--- config.mk ---
export PLATFORM = sky130hd
export DESIGN_NAME = permute_engine
export DESIGN_NICKNAME = d
export VERILOG_FILES = /design/src/rtl/permute_pkg.sv /design/src/rtl/permute_engine_pi_stage.sv /design/src/rtl/permute_engine.sv
export SDC_FILE = /design/constraint.sdc
export NUM_CORES = 1
export LEC_CHECK = 0
export CORE_MARGIN = 1.5
export CORE_UTILIZATION = 52
export CTS_CLUSTER_SIZE = 10
export DETAILED_ROUTE_END_ITERATION = 12
export PLACE_DENSITY_LB_ADDON = 0.08
export SLEW_MARGIN = 20
export SYNTH_ARGS = -nofsm -noshare
export SYNTH_HDL_FRONTEND = slang
export SYNTH_SLANG_ARGS = --single-unit
export TNS_END_PERCENT = 1
--- constraint.sdc ---
create_clock -name clk -period 1.93 [get_ports clk]
set_input_delay 0.386 -clock clk [delete_from_list [all_inputs] [get_ports clk]]
set_output_delay 0.386 -clock clk [all_outputs]
set_load 0.1 [all_outputs]
--- src/rtl/permute_pkg.sv ---
// Shared types, sizes and lane-index helpers for the Keccak pi permutation engine.
package permute_pkg;

  typedef enum logic [1:0] {
    LOAD,
    PERMUTE,
    DRAIN
  } fsm_t;

  localparam int unsigned NUM_ROWS  = 5;
  localparam int unsigned NUM_LANES = 25;

  // Flat index of the lane that lands in (x,y) under forward pi:
  // A'[x][y] = A[(x+3y) mod 5][x]
  function automatic int unsigned pi_fwd_src(input int unsigned x, input int unsigned y);
    return 5 * x + (x + 3 * y) % 5;
  endfunction

  // Flat index of the lane that lands in (x,y) under inverse pi:
  // A'[x][y] = A[y][(2x+3y) mod 5]
  function automatic int unsigned pi_inv_src(input int unsigned x, input int unsigned y);
    return 5 * ((2 * x + 3 * y) % 5) + y;
  endfunction

endpackage

--- src/rtl/permute_engine_pi_stage.sv ---
// One combinational application of pi (forward or inverse) to the whole state.
module pi_stage
  import permute_pkg::*;
#(
  parameter int unsigned LANE_W = 1
) (
  input  logic                        inverse,
  input  logic [NUM_LANES*LANE_W-1:0] state_in,
  output logic [NUM_LANES*LANE_W-1:0] state_out
);

  for (genvar y = 0; y < 5; y++) begin : g_row
    for (genvar x = 0; x < 5; x++) begin : g_lane
      localparam int unsigned DST = 5 * y + x;
      localparam int unsigned FWD = pi_fwd_src(x, y);
      localparam int unsigned INV = pi_inv_src(x, y);
      assign state_out[DST*LANE_W +: LANE_W] = inverse ? state_in[INV*LANE_W +: LANE_W]
                                                       : state_in[FWD*LANE_W +: LANE_W];
    end
  end

endmodule

--- src/rtl/permute_engine.sv ---
// Streaming pi permutation engine: load 5 rows, apply pi R times (one round
// per cycle), then drain 5 rows with backpressure.
module permute_engine
  import permute_pkg::*;
#(
  parameter int unsigned LANE_W     = 1,
  parameter int unsigned MAX_ROUNDS = 24,
  parameter int unsigned RW         = $clog2(MAX_ROUNDS + 1)
) (
  input  logic                clk,
  input  logic                rst,
  input  logic                in_valid,
  output logic                in_ready,
  input  logic [5*LANE_W-1:0] in_data,
  input  logic [RW-1:0]       cfg_rounds,
  input  logic                cfg_inverse,
  output logic                out_valid,
  input  logic                out_ready,
  output logic [5*LANE_W-1:0] out_data,
  output logic                out_last,
  output logic                busy
);

  localparam int unsigned ROW_W = 5 * LANE_W;

  fsm_t                           fsm_q, fsm_d;
  logic [2:0]                     row_cnt;
  logic [RW-1:0]                  rounds_left;
  logic                           inverse_q;
  logic [NUM_ROWS-1:0][ROW_W-1:0] st;
  logic [NUM_LANES*LANE_W-1:0]    perm;
  logic [RW-1:0]                  rounds_clamped;

  assign rounds_clamped = (32'(cfg_rounds) > MAX_ROUNDS) ? RW'(MAX_ROUNDS) : cfg_rounds;

  pi_stage #(.LANE_W(LANE_W)) u_pi (
    .inverse   (inverse_q),
    .state_in  (st),
    .state_out (perm)
  );

  assign out_data = st[row_cnt];
  assign busy     = (fsm_q != LOAD) || (row_cnt != 3'd0);

  // FSM state register
  always_ff @(posedge clk) begin
    if (rst) fsm_q <= LOAD;
    else     fsm_q <= fsm_d;
  end

  // Next-state and handshake outputs
  always_comb begin
    fsm_d     = fsm_q;
    in_ready  = 1'b0;
    out_valid = 1'b0;
    out_last  = 1'b0;
    unique case (fsm_q)
      LOAD: begin
        in_ready = 1'b1;
        if (in_valid && row_cnt == 3'd4)
          fsm_d = (rounds_left != '0) ? PERMUTE : DRAIN;
      end
      PERMUTE: begin
        if (rounds_left <= RW'(1)) fsm_d = DRAIN;
      end
      DRAIN: begin
        out_valid = 1'b1;
        out_last  = (row_cnt == 3'd4);
        if (out_ready && row_cnt == 3'd4) fsm_d = LOAD;
      end
      default: fsm_d = LOAD;
    endcase
  end

  // Datapath: row loading, round application and drain row counter
  always_ff @(posedge clk) begin
    if (rst) begin
      row_cnt     <= '0;
      rounds_left <= '0;
      inverse_q   <= 1'b0;
      st          <= '0;
    end else begin
      unique case (fsm_q)
        LOAD: begin
          if (in_valid) begin
            st[row_cnt] <= in_data;
            row_cnt     <= (row_cnt == 3'd4) ? 3'd0 : row_cnt + 3'd1;
            if (row_cnt == 3'd0) begin
              rounds_left <= rounds_clamped;
              inverse_q   <= cfg_inverse;
            end
          end
        end
        PERMUTE: begin
          st          <= perm;
          rounds_left <= rounds_left - RW'(1);
        end
        DRAIN: begin
          if (out_ready) row_cnt <= (row_cnt == 3'd4) ? 3'd0 : row_cnt + 3'd1;
        end
        default: ;
      endcase
    end
  end

endmodule

## Word-level counts from Yosys, hierarchy flattened

Cells that the tools add are included.

| storage, ports and cells | value |
|---|---|
| flip-flop bits (word level) | 36 |
| bits in latches | 0 |
| memory bits (writable) | 0 |
| memory bits (read-only) | 0 |
| input bits | 15 |
| output and inout port bits | 9 |
| memories kept | 0 |

| cells by class | value |
|---|---|
| $add $sub $neg | 2 |
| multipliers | 0 |
| div/mod/pow operators | 0 |
| magnitude comparators | 4 |
| eq/ne operators | 9 |
| shift-type cells | 0 |
| muxes and demuxes | 47 |
| bitwise logic cells | 1 |
| reductions and logical operators | 17 |

Operator list:

| cell | number |
|---|---|
| case mux 25 bit (2 select lines) | 1 |
| 2-to-1 mux 1 bit | 27 |
| bitwise mux 25 bit | 1 |
| 2-to-1 mux 25 bit | 1 |
| 2-to-1 mux 5 bit | 5 |
| binary-select mux 5 bit (select 3 bit) | 1 |
| demux 5 bit (select 3 bit) | 1 |
| AND reduction 3 bit | 5 |
| inequality test 2 bit, second input constant | 6 |
| case mux 5 bit (2 select lines) | 1 |
| 2-to-1 mux 3 bit | 3 |
| 2-to-1 mux 2 bit | 4 |
| case mux 2 bit (3 select lines) | 1 |
| case mux 3 bit (2 select lines) | 1 |
| nonzero test 2 bit | 3 |
| greater-than comparator 5 bit, second input constant | 1 |
| less-or-equal comparator 5 x 1 -> 1 bit, second input constant | 1 |
| nonzero test 5 bit | 1 |
| subtractor 5 x 1 -> 5 bit, second input constant | 1 |
| less-than comparator 3 x 4 -> 1 bit, second input constant | 1 |
| adder 3 x 1 -> 3 bit, second input constant | 1 |
| == test 3 bit, second input constant | 1 |
| >= comparator 3 x 1 -> 1 bit, second input constant | 1 |
| logical AND 1 bit | 3 |
| 8 further kinds | 8 |

## Longest topological paths before layout

Gate-level depths: netlist of run 1.

| depth | value |
|---|---|
| word-level depth | 7 |
| gate-level depth with buffers | 8 |
| mapped depth without buffers | 5 |

## Cells and area by module

Synthesis of run 1 repeated with hierarchy kept, for this count alone.

| second synthesis, totals | value |
|---|---|
| cells, all modules | 281 |
| area, all modules | 2820.2 µm² |

Modules (own cells, without submodules):

| module | times used | cells each | area an instance (µm²) |
|---|---|---|---|
| permute_engine | 1 | 253 | 2416.1 |
| pi_stage | 1 | 28 | 404.1 |

## Worst setup path after synthesis of run 1

No wires, ideal clock.

| timing path | value |
|---|---|
| path kind | flip-flop to output port |
| start | register row_cnt[0] |
| end | output port out_last |
| data arrival time | 3.345 ns |
| setup slack | -1.801 ns |
| stages on the path, launching flop included | 8 |
| buffers on the path | 3 |
| path through | dfxtp_1 buf_6 clkbuf_1 inv_1 ha_1 clkbuf_1 nand2_1 nor3_1 |

| on the way | value |
|---|---|
| cells in the longest elaborated chain, start to end | 2 |

RTL lines:

| item | RTL line | text |
|---|---|---|
| from (decl) | permute_engine.sv:27 | `logic [2:0] row_cnt;` |
| from (signal assigned) | permute_engine.sv:87 | `row_cnt <= (row_cnt == 3'd4) ? 3'd0 : row_cnt + 3'd1;` |
| from (signal assigned) | permute_engine.sv:99 | `if (out_ready) row_cnt <= (row_cnt == 3'd4) ? 3'd0 : row_cnt + 3'd1;` |
| == test 3 bit | permute_engine.sv:68 | `out_last = (row_cnt == 3'd4);` |
| 2-to-1 mux 1 bit | permute_engine.sv:57 | `unique case (fsm_q)` |
| to (decl) | permute_engine.sv:20 | `output logic out_last,` |

Every way passes these cells.

## Worst setup path after layout of run 1

| timing path | value |
|---|---|
| start | register row_cnt[1] |
| end | output port out_data[0] |

| on the way | value |
|---|---|
| cells in the longest elaborated chain, start to end | 2 |

RTL lines:

| item | RTL line | text |
|---|---|---|
| binary-select mux 5 bit (select 3 bit) | permute_engine.sv:42 | `assign out_data = st[row_cnt];` |
| 2-to-1 mux 5 bit (implied by the code) | permute_engine.sv:42 |  |
| to (decl) | permute_engine.sv:19 | `output logic [5*LANE_W-1:0] out_data,` |

Every way passes these cells. The select of a mux whose other input is x is not followed.

==> flow_summary.ini, run 1 <==
[route]
vias = 2439
drtIter0Drc = 353
wl_mm = 6.84
ant_nets = 0
first_pass_iters = 7
wl_per_cell_um = 19.1
vias_per_cell = 6.81
drc = 0

[run]
maxCapViolCount = 0

[timing]
finalCriticalPeriod_ns = 2.10
slew_viol_final = 0
rsz0062_at_grt = yes
worst_slack_ns = -0.171
finalHoldViolCount = 0
fmax_mhz = 476
tightest_slew_ns = 0.521
fin_skew_ns = 0.0112
hold_ws_ns = 0.497
period_share_pct = 109
max-slew-margin-rel_pct = 65.2
setup_viol = 5

[grt]
grt-ovfl-total = 0
grt_pass1_vias = 2219
grt.total_usage_pct = 27.7
grt_max_degree = 43
grt_pass1_wl_mm = 11.2
antenna_found_initial = 0

[synthesis]
syn-num-nets = 296
ys_types = 53
syn_area_per_cell_um2 = 8.85
ys_warn_count = 0
seq_area_frac_synth_pct = 29.5
syn_inst = 276
ys_seq_elements = 36
ys.flop_type = dfxtp_1
synth_area_um2 = 2440
synth_edf_count = 0
synthArstFlopShare_pct = 0

[place]
place_hpwl_mm = 4.78
gp_congestion = 0.861
dp.cells = 350
dp_slack_ns = -0.130
port_buffers = 23

[worst_setup_path]
start_kind = flip-flop
cp_max_fo = 5
required_ns = 1.54
crit_type = flip-flop to output pin
reg2reg_slack_ns = 0.24
arrival_ns = 1.71
worst_setup_path_end_kind = output pin
r2r_end = st[9]
critPathCapture = out_data[0]
cp-startpoint = row_cnt[1]
crit-reg2reg-launch = row_cnt[2]
ff2ff_path_depth = 4

[status]
status = complete, but fails checks
violations = setup timing

[layout]
layout_common_cells = dfxtp_1 (32), a211oi_1 (26), buf_4 (20)
area_delta_synth_final_pct = 27.1
num_antenna_cells = 0
final_common_cell = dfxtp_1
nFillCells = 354
drive_gt1_share_pct = 25.5
final_cells = 358
fin_nets = 325

[clock_tree]
cts_hold_buf = 0
numClockSinks = 36
cts_tree = built
path_clk_slew_ns = 0.08
clk_latency_ns = 0.30
clockRootBuffer = clkbuf_8
cts.path.max_buffers = 2
cts.htree.levels = 2
cts-buffers-inserted = 5
cts_setup_buffers = 0

[min_path]
hold_start = st[0]
hp-class = flip-flop to flip-flop

[power]
leakagePower_nw = 1.13
peakVddDrop_mv = 0.367
power_density_nw_per_um2 = 623

[floorplan]
initial_core_util_pct = 55.0
fp-row-count = 24
die_y_um = 71.5
ios = 24
die-area_um2 = 5120
die-width_um = 71.5
coreArea_um2 = 4440
cell type report:
cell class / count / area [µm²] / share of cell area [%]
inverters: 13 / 48.8 / 1.57
well taps: 52 / 65.1 / 2.10
flip-flops and latches: 36 / 733 / 23.6
clock inverters: 1 / 5.00 / 0.161
repair buffers: 49 / 582 / 18.7
clock buffers: 7 / 76.3 / 2.46
multi-input cells: 200 / 1590 / 51.4
report_power, final:
group	total, mW	internal (mW)	switching [mW]
sequential	0.820	0.777	0.0425
combinational	0.568	0.245	0.323
clock	0.545	0.254	0.291
cells by family after synthesis:
family	Yosys count	share of synthesized area (%)
AOI/OAI and AO/OA	98	30.7
DFF	36	29.5
buffers and inverters	40	8.35
adders and majority gates	5	2.56
and+or+nand+nor	82	21.5
muxes	14	6.97
xor gates and xnor gates	1	0.359
worst min-delay path by stage:
stage / endpoint / slack [ns] / cells past startpoint
finish: st[0] / 0.50 / 2
CTS: st[0] / 0.50 / 2
global placement: st[0] / 0.48 / 2
detailed placement: st[0] / 0.49 / 2
global route: rounds_left[4] / 0.52 / 2
floorplan: st[0] / 0.45 / 2
registers in the layout, indices dropped and copies added, names as in the netlist:
signal / count
row_cnt: 3
inverse_q: 1
st: 25
rounds_left: 5
fsm_q: 2
repair_timing:
| item | in CTS | in global routing |
|---|---|---|
| gates resized for setup | 6 | 8 |
| pin swaps | 2 | 1 |
| endpoints found under the setup margin | 7 | 9 |
metrics by stage:
step	total power [mW]	util (%)	instance area [µm²]	setup TNS, ns
after floorplan	1.18	-	2520	-1.54
after global placement	1.38	67.1	2980	-0.715
after detailed placement	1.39	67.1	2980	-1.33
after CTS	1.92	69.4	3090	-0.680
after global routing	2.01	69.8	3100	-0.843
final	1.93	69.8	3100	-0.565
worst max-delay path, cell delays in order (launching register included):
cell and delay, ns:
dfxtp_4 0.39, mux4_2 0.50, nor2b_1 0.14, a31o_2 0.23, buf_12 0.17
Yosys cell counts, types with 5 or more instances:
cell	count	area share (%)
buf_4	8	2.5
a2111oi_0	15	5.4
nand3_1	11	2.3
o221a_2	5	2.3
nor2b_1	16	4.1
a31oi_1	7	1.8
nor3_1	10	2.0
buf_2	7	1.4
ha_1	5	2.6
clkbuf_1	10	1.5
mux2i_1	8	3.3
nand2_1	9	1.4
nor2_1	8	1.2
dfxtp_1	36	30
a21oi_1	13	2.7
o21ai_0	5	1.0
inv_1	13	2.0
a211oi_1	26	8.0
metal layers:
metal	part of all wire (%)	GRT usage (%)	vias up
li1	-	-	1140
met4	3.5	13.8	0
met1	43	37.0	1154
met2	46	43.2	121
met5	0	0	-
met3	7.9	5.20	24
No activity file was read; power rests on OpenSTA's default activity.
==> run 2: changes to the inputs <==
--- a/config.mk
+++ b/config.mk
@@ -6,12 +6,12 @@
 export NUM_CORES = 1
 export LEC_CHECK = 0
 export CORE_MARGIN = 1.5
-export CORE_UTILIZATION = 52
+export CORE_UTILIZATION = 53
 export CTS_CLUSTER_SIZE = 10
 export DETAILED_ROUTE_END_ITERATION = 12
 export PLACE_DENSITY_LB_ADDON = 0.08
 export SLEW_MARGIN = 20
 export SYNTH_ARGS = -nofsm -noshare
 export SYNTH_HDL_FRONTEND = slang
+export SYNTH_HIERARCHICAL = 1
 export SYNTH_SLANG_ARGS = --single-unit
-export TNS_END_PERCENT = 1
==> run 2 against run 1 <==
Compared with the run above:
- the run still ends with setup timing left
- wire length is 9.5% higher
- power is 8.4% higher
- clock-buffer cell count is 1 lower
- clock power is 4.0% higher
- cell area is 12% higher
- critical path type unchanged
- largest cell class unchanged
==> flow_summary.ini, run 2 <==
[floorplan]
fp-row-count = 26
initial_core_util_pct = 55.2
coreArea_um2 = 5110
ios = 24
die-area_um2 = 5770
die-width_um = 75.9
die_y_um = 75.9

[layout]
regMostFlops = st
area_delta_synth_final_pct = 23.2
final_common_cell = dfxtp_1
drive_gt1_share_pct = 38.9
num_antenna_cells = 0
multi_input_area_um2 = 1920
seqCellArea_um2 = 723
reg.largest.list = st (25), rounds_left (5), row_cnt (3)
largest_register_ffs = 25
layout_common_cells = dfxtp_1 (34), nor2_1 (33), a211oi_1 (27)
finalInstanceArea_um2 = 3470
nFillCells = 431
post-route-util_pct = 68.0
fin_nets = 333

[synthesis]
syn-num-nets = 301
synth_top_area_cell = dfxtp_1
ys_seq_elements = 36
yosysTopAreaCellShare_pct = 25.6
synth_area_um2 = 2820
synth_edf_count = 0
syn_area_per_cell_um2 = 10.0
synthTopCellsByArea = dfxtp_1 (26%), mux2_4 (11%), a2111oi_2 (8.0%)
synthTopCellsByCount = dfxtp_1 (36), nor2_1 (34), a211oi_1 (27)
synthArstFlopShare_pct = 0
ys_warn_count = 6
seq_area_frac_synth_pct = 25.6
ys.flop_type = dfxtp_1
syn_inst = 281
yosysMostFrequentCell = dfxtp_1
ys_types = 55

[timing]
setup_viol = 5
slew_viol_final = 0
finalHoldViolCount = 0
fin_skew_ns = 0.00717
period_share_pct = 105
finalCriticalPeriod_ns = 2.02
hold_ws_ns = 0.523
tns_ns = -0.397
tightest_slew_ns = 0.614
rsz0062_at_grt = yes
max-slew-margin-rel_pct = 58.9
fmax_mhz = 496
worst_slack_ns = -0.0880

[power]
p_sw_share_pct = 33.9
power_density_nw_per_um2 = 603
peakVddDrop_mv = 0.366
leakagePower_nw = 1.30
p_clk_share_pct = 27.1
switching_power_uw = 711
internal_power_mw = 1.38
p_seq_share_pct = 39.8
p_comb_share_pct = 33.1

[place]
dp_slack_ns = -0.114
port_buffers = 23
placed_area_um2 = 3350
gp_congestion = 0.827
place_hpwl_mm = 5.31

[worst_setup_path]
worst_path_most_repeated_cell = buf_12
cp-startpoint = row_cnt[0]
reg2reg_slack_ns = 0.21
cp_cell_sequence = buf_12 -> mux4_2 -> inv_2 -> o21ai_4 -> buf_12
critical-path-top-delay-family = multiplexers
crit-reg2reg-launch = fsm_q[1]
ff2ff_path_depth = 5
cp_num_buf_inv = 3
required_ns = 1.54
cp.depth = 5
max_stage_delay_ns = 0.52
critPathCapture = out_data[2]
cp_max_fo = 7
crit_type = flip-flop to output pin
worst_setup_path_end_kind = output pin
r2r_end = st[3]
arrival_ns = 1.63
start_kind = flip-flop
slowest_stage = mux4_2

[route]
met1_length_mm = 3.05
first_pass_iters = 4
wl_mm = 7.49
ant_nets = 0
vias = 2446
dr.max_layer_used = met4
wl_met2_mm = 3.89
drc = 0
wl_met3_um = 357
wl_per_cell_um = 19.5
vias_per_cell = 6.37
drtIter0Drc = 246

[min_path]
hp-class = primary input to flip-flop

[status]
violations = setup timing
status = complete, but fails checks

[clock_tree]
clockRootBuffer = clkbuf_8
cts.htree.levels = 2
cts_tree = built
clk_latency_ns = 0.29
cts_hold_buf = 0
path_clk_slew_ns = 0.08
cts-buffers-inserted = 5
numClockSinks = 36
cts.path.max_buffers = 2

[grt]
grt_pass1_vias = 2428
grt-ovfl-total = 0
grt.total_usage_pct = 27.2
grt_max_degree = 26
antenna_found_initial = 0
grt_pass1_wl_mm = 12.6

[run]
maxCapViolCount = 0
==> run 2: cell count changes in the layout (fill, tap and decap cells not counted), moves of 6 or more <==
| cell | delta |
|---|---|
| nor2b_1 | -10 |
| a2111oi_2 | +14 |
| mux2i_1 | -6 |
| nor2_1 | +28 |
| a2111oi_1 | +8 |
| a2111oi_0 | -13 |
| a21oi_1 | -6 |
| inv_1 | -8 |
| mux2_4 | +20 |
==> run 2: power groups by stage <==
stage | registers [mW] | logic [mW] | clock network (mW)
2_1_floorplan | 0.830 | 0.490 | 0
3_3_place_gp | 0.847 | 0.668 | 0
3_5_place_dp | 0.848 | 0.677 | 0
4_1_cts | 0.833 | 0.691 | 0.577
5_1_grt | 0.839 | 0.734 | 0.617
6_report | 0.835 | 0.693 | 0.567
==> run 2: how the worst min path moves through the flow <==
stage                         from              to  slack [ns]  depth (start not counted)
floorplan                inverse_q       inverse_q        0.47                          2
global placement             st[0]           st[0]        0.54                          2
detailed placement  rounds_left[2]  rounds_left[2]        0.55                          1
CTS                            rst       inverse_q        0.52                          2
global route                   rst      row_cnt[1]        0.54                          2
finish                         rst      row_cnt[0]        0.52                          2
==> run 2: layout make-up <==
| class | instances | share of cell area [%] |
|---|---|---|
| multi-input cells | 206 | 55.2 |
| flip-flops and latches | 36 | 20.8 |
| repair buffers | 53 | 17.5 |
| well taps | 70 | 2.52 |
| clock buffers | 6 | 2.38 |
| inverters | 11 | 1.33 |
| clock inverters | 2 | 0.288 |
==> run 2: metal layers <==
layer | GRT usage (%) | vias to the layer above
li1 | - | 1152
met1 | 32.3 | 1194
met2 | 48.2 | 83
met3 | 4.34 | 17
met4 | 11.9 | 0
met5 | 0 | -
==> run 2: what timing repair did <==
| item | CTS | global route |
|---|---|---|
| buffers inserted | 1 | 1 |
| setup endpoints to repair | 7 | 5 |
| pin swaps | 2 | 1 |
| resized for setup | 10 | 0 |
==> run 2: per-stage QoR <==
| step | power, mW | instances |
|---|---|---|
| after global placement | 1.52 | 374 |
| after global routing | 2.19 | 384 |
| after detailed placement | 1.53 | 374 |
| after CTS | 2.10 | 383 |
| final | 2.10 | 384 |
| after floorplan | 1.32 | 281 |
==> run 2: cell families after synthesis <==
logic type / share of synthesized area, %
simple gates: 18.6
compound gates: 26.8
mux: 17.3
flops: 25.6
buf+inv: 9.54
fa+ha+maj: 2.22
==> run 3: changes to the inputs <==
--- a/config.mk
+++ b/config.mk
@@ -5,8 +5,9 @@
 export SDC_FILE = /design/constraint.sdc
 export NUM_CORES = 1
 export LEC_CHECK = 0
-export CORE_MARGIN = 1.5
-export CORE_UTILIZATION = 53
+export CORE_ASPECT_RATIO = 1.4
+export CORE_MARGIN = 4
+export CORE_UTILIZATION = 63
 export CTS_CLUSTER_SIZE = 10
 export DETAILED_ROUTE_END_ITERATION = 12
 export PLACE_DENSITY_LB_ADDON = 0.08
==> constraint.sdc (replaced) <==
create_clock -name clk -period 2.4 [get_ports clk]
set_input_delay 0.48 -clock clk [delete_from_list [all_inputs] [get_ports clk]]
set_output_delay 0.48 -clock clk [all_outputs]
set_load 0.1 [all_outputs]
==> run 3 against run 2 <==
Compared with the run above:
- the flow now finishes without violations
- clock power shrank 26%
- core utilization grew 7.9 points
- global-route usage grew 1.7 points
- highest routed layer unchanged
- setup slack gained 0.17 ns
- critical path depth is the same
- final cell count shrank 6.0%
- sequential power shrank 20%
- combinational power shrank 26%
==> flow_summary.ini, run 3 (synthesized netlist as in run 2, its figures left out) <==
[power]
leakagePower_nw = 1.20
power_density_nw_per_um2 = 495
peakVddDrop_mv = 0.337
power_mw = 1.61

[floorplan]
ios = 24
die-width_um = 64.5
die_y_um = 87.2
fp-row-count = 28
die-area_um2 = 5630
coreArea_um2 = 4270
initial_core_util_pct = 66.0

[layout]
num_antenna_cells = 0
reg.largest.list = st (25), rounds_left (5), row_cnt (3)
regMostFlops = st
largest_register_ffs = 25
area_delta_synth_final_pct = 15.0
drive_gt1_share_pct = 32.6
final_common_cell = dfxtp_1
nFillCells = 318
fin_nets = 321
post-route-util_pct = 75.9
layout_common_cells = dfxtp_1 (36), nor2_1 (33), a211oi_1 (27)
finalInstanceArea_um2 = 3240
final_cells = 361

[place]
dp.cells = 354
place_hpwl_mm = 5.29
placed_area_um2 = 3160
gp_congestion = 0.869
dp_slack_ns = 0.127
port_buffers = 23

[route]
wl_per_cell_um = 20.4
first_pass_iters = 4
drtIter0Drc = 270
wl_mm = 7.38
vias_per_cell = 6.62
vias = 2390
drc = 0
ant_nets = 0

[min_path]
min_path_cells = 2
hp-class = flip-flop to flip-flop
hold_path_end = st[0]
hold_start = st[0]

[timing]
period_share_pct = 96.6
hold_ws_ns = 0.549
worst_slack_ns = 0.0821
tightest_slew_ns = 0.623
finalHoldViolCount = 0
tns_ns = 0
max-slew-margin-rel_pct = 58.3
slew_viol_final = 0
fin_skew_ns = 0.00537
setup_viol = 0
rsz0062_at_grt = no
fmax_mhz = 431
finalCriticalPeriod_ns = 2.32

[grt]
grt.total_usage_pct = 28.9
antenna_found_initial = 0
grt_pass1_vias = 2498
grt_pass1_wl_mm = 12.5
grt-ovfl-total = 0
grt_max_degree = 29

[worst_setup_path]
arrival_ns = 1.84
r2r_end = rounds_left[3]
worst_setup_path_end_kind = output pin
ff2ff_path_depth = 6
crit-reg2reg-launch = row_cnt[1]
reg2reg_slack_ns = 0.46
slowest_stage = dfxtp_1
cp_cell_sequence = buf_4 -> mux4_2 -> inv_1 -> o21ai_2 -> buf_12
start_kind = flip-flop
required_ns = 1.92
max_stage_delay_ns = 0.52
crit_type = flip-flop to output pin
cp_max_fo = 14

[run]
maxCapViolCount = 0

[clock_tree]
path_clk_slew_ns = 0.07
cts.path.max_buffers = 2
cts_hold_buf = 0
cts.htree.levels = 2
cts_tree = built
numClockSinks = 36
clockRootBuffer = clkbuf_8
cts-buffers-inserted = 5
clk_latency_ns = 0.29

[status]
status = complete, no violations
==> run 3: cell count changes in the layout (fill, tap and decap cells not counted), moves of 4 or more <==
cell | previous run | this run
buf_12 | 14 | 10
buf_4 | 24 | 16
inv_1 | 4 | 9
inv_2 | 5 | 0
o21ai_2 | 0 | 5
o21ai_4 | 5 | 0
==> run 3: worst max path at each step <==
stage / cells past startpoint / slack, ns / start / end
after detailed placement: 5 / 0.13 / in_valid / rounds_left[3]
after global routing: 5 / 0.005 / row_cnt[1] / out_data[2]
final: 5 / 0.08 / row_cnt[1] / out_data[2]
after global placement: 4 / 0.19 / in_valid / st[16]
after floorplan: 4 / -0.39 / fsm_q[0] / busy
after CTS: 5 / 0.07 / row_cnt[1] / out_data[2]
==> run 3: where the power goes <==
group          leakage [nW]  total, mW  switching (mW)  internal [mW]
combinational         0.869      0.512           0.292          0.221
clock                0.0410      0.421           0.223          0.198
sequential            0.293      0.672          0.0423          0.630
==> run 3: layer usage <==
metal	track usage (%)	vias up	routed length [µm]
met4	15.4	0	331
met1	32.5	1115	2800
li1	-	1136	-
met5	0	-	0
met3	4.01	29	360
met2	52.2	110	3890
==> run 3: final cells by class <==
type | instances | area (µm²) | share of cell area [%]
Inverter | 11 | 46.3 | 1.43
Sequential cell | 36 | 721 | 22.2
Tap cell | 60 | 75.1 | 2.31
Clock buffer | 6 | 72.6 | 2.24
Multi-Input combinational cell | 206 | 1860 | 57.3
Timing Repair Buffer | 41 | 467 | 14.4
Clock inverter | 1 | 5.00 | 0.154
==> run 3: critical path: cells and delay by family, from the launching register on <==
| family | cells | cell delay [ns] |
|---|---|---|
| compound gates | 1 | 0.07 |
| buf+inv | 3 | 0.58 |
| flops | 1 | 0.52 |
| mux | 1 | 0.36 |
==> run 3: timing repair <==
action	in CTS	in global routing
buffers inserted	0	0
gates resized for setup	0	1
setup endpoints to repair	0	1
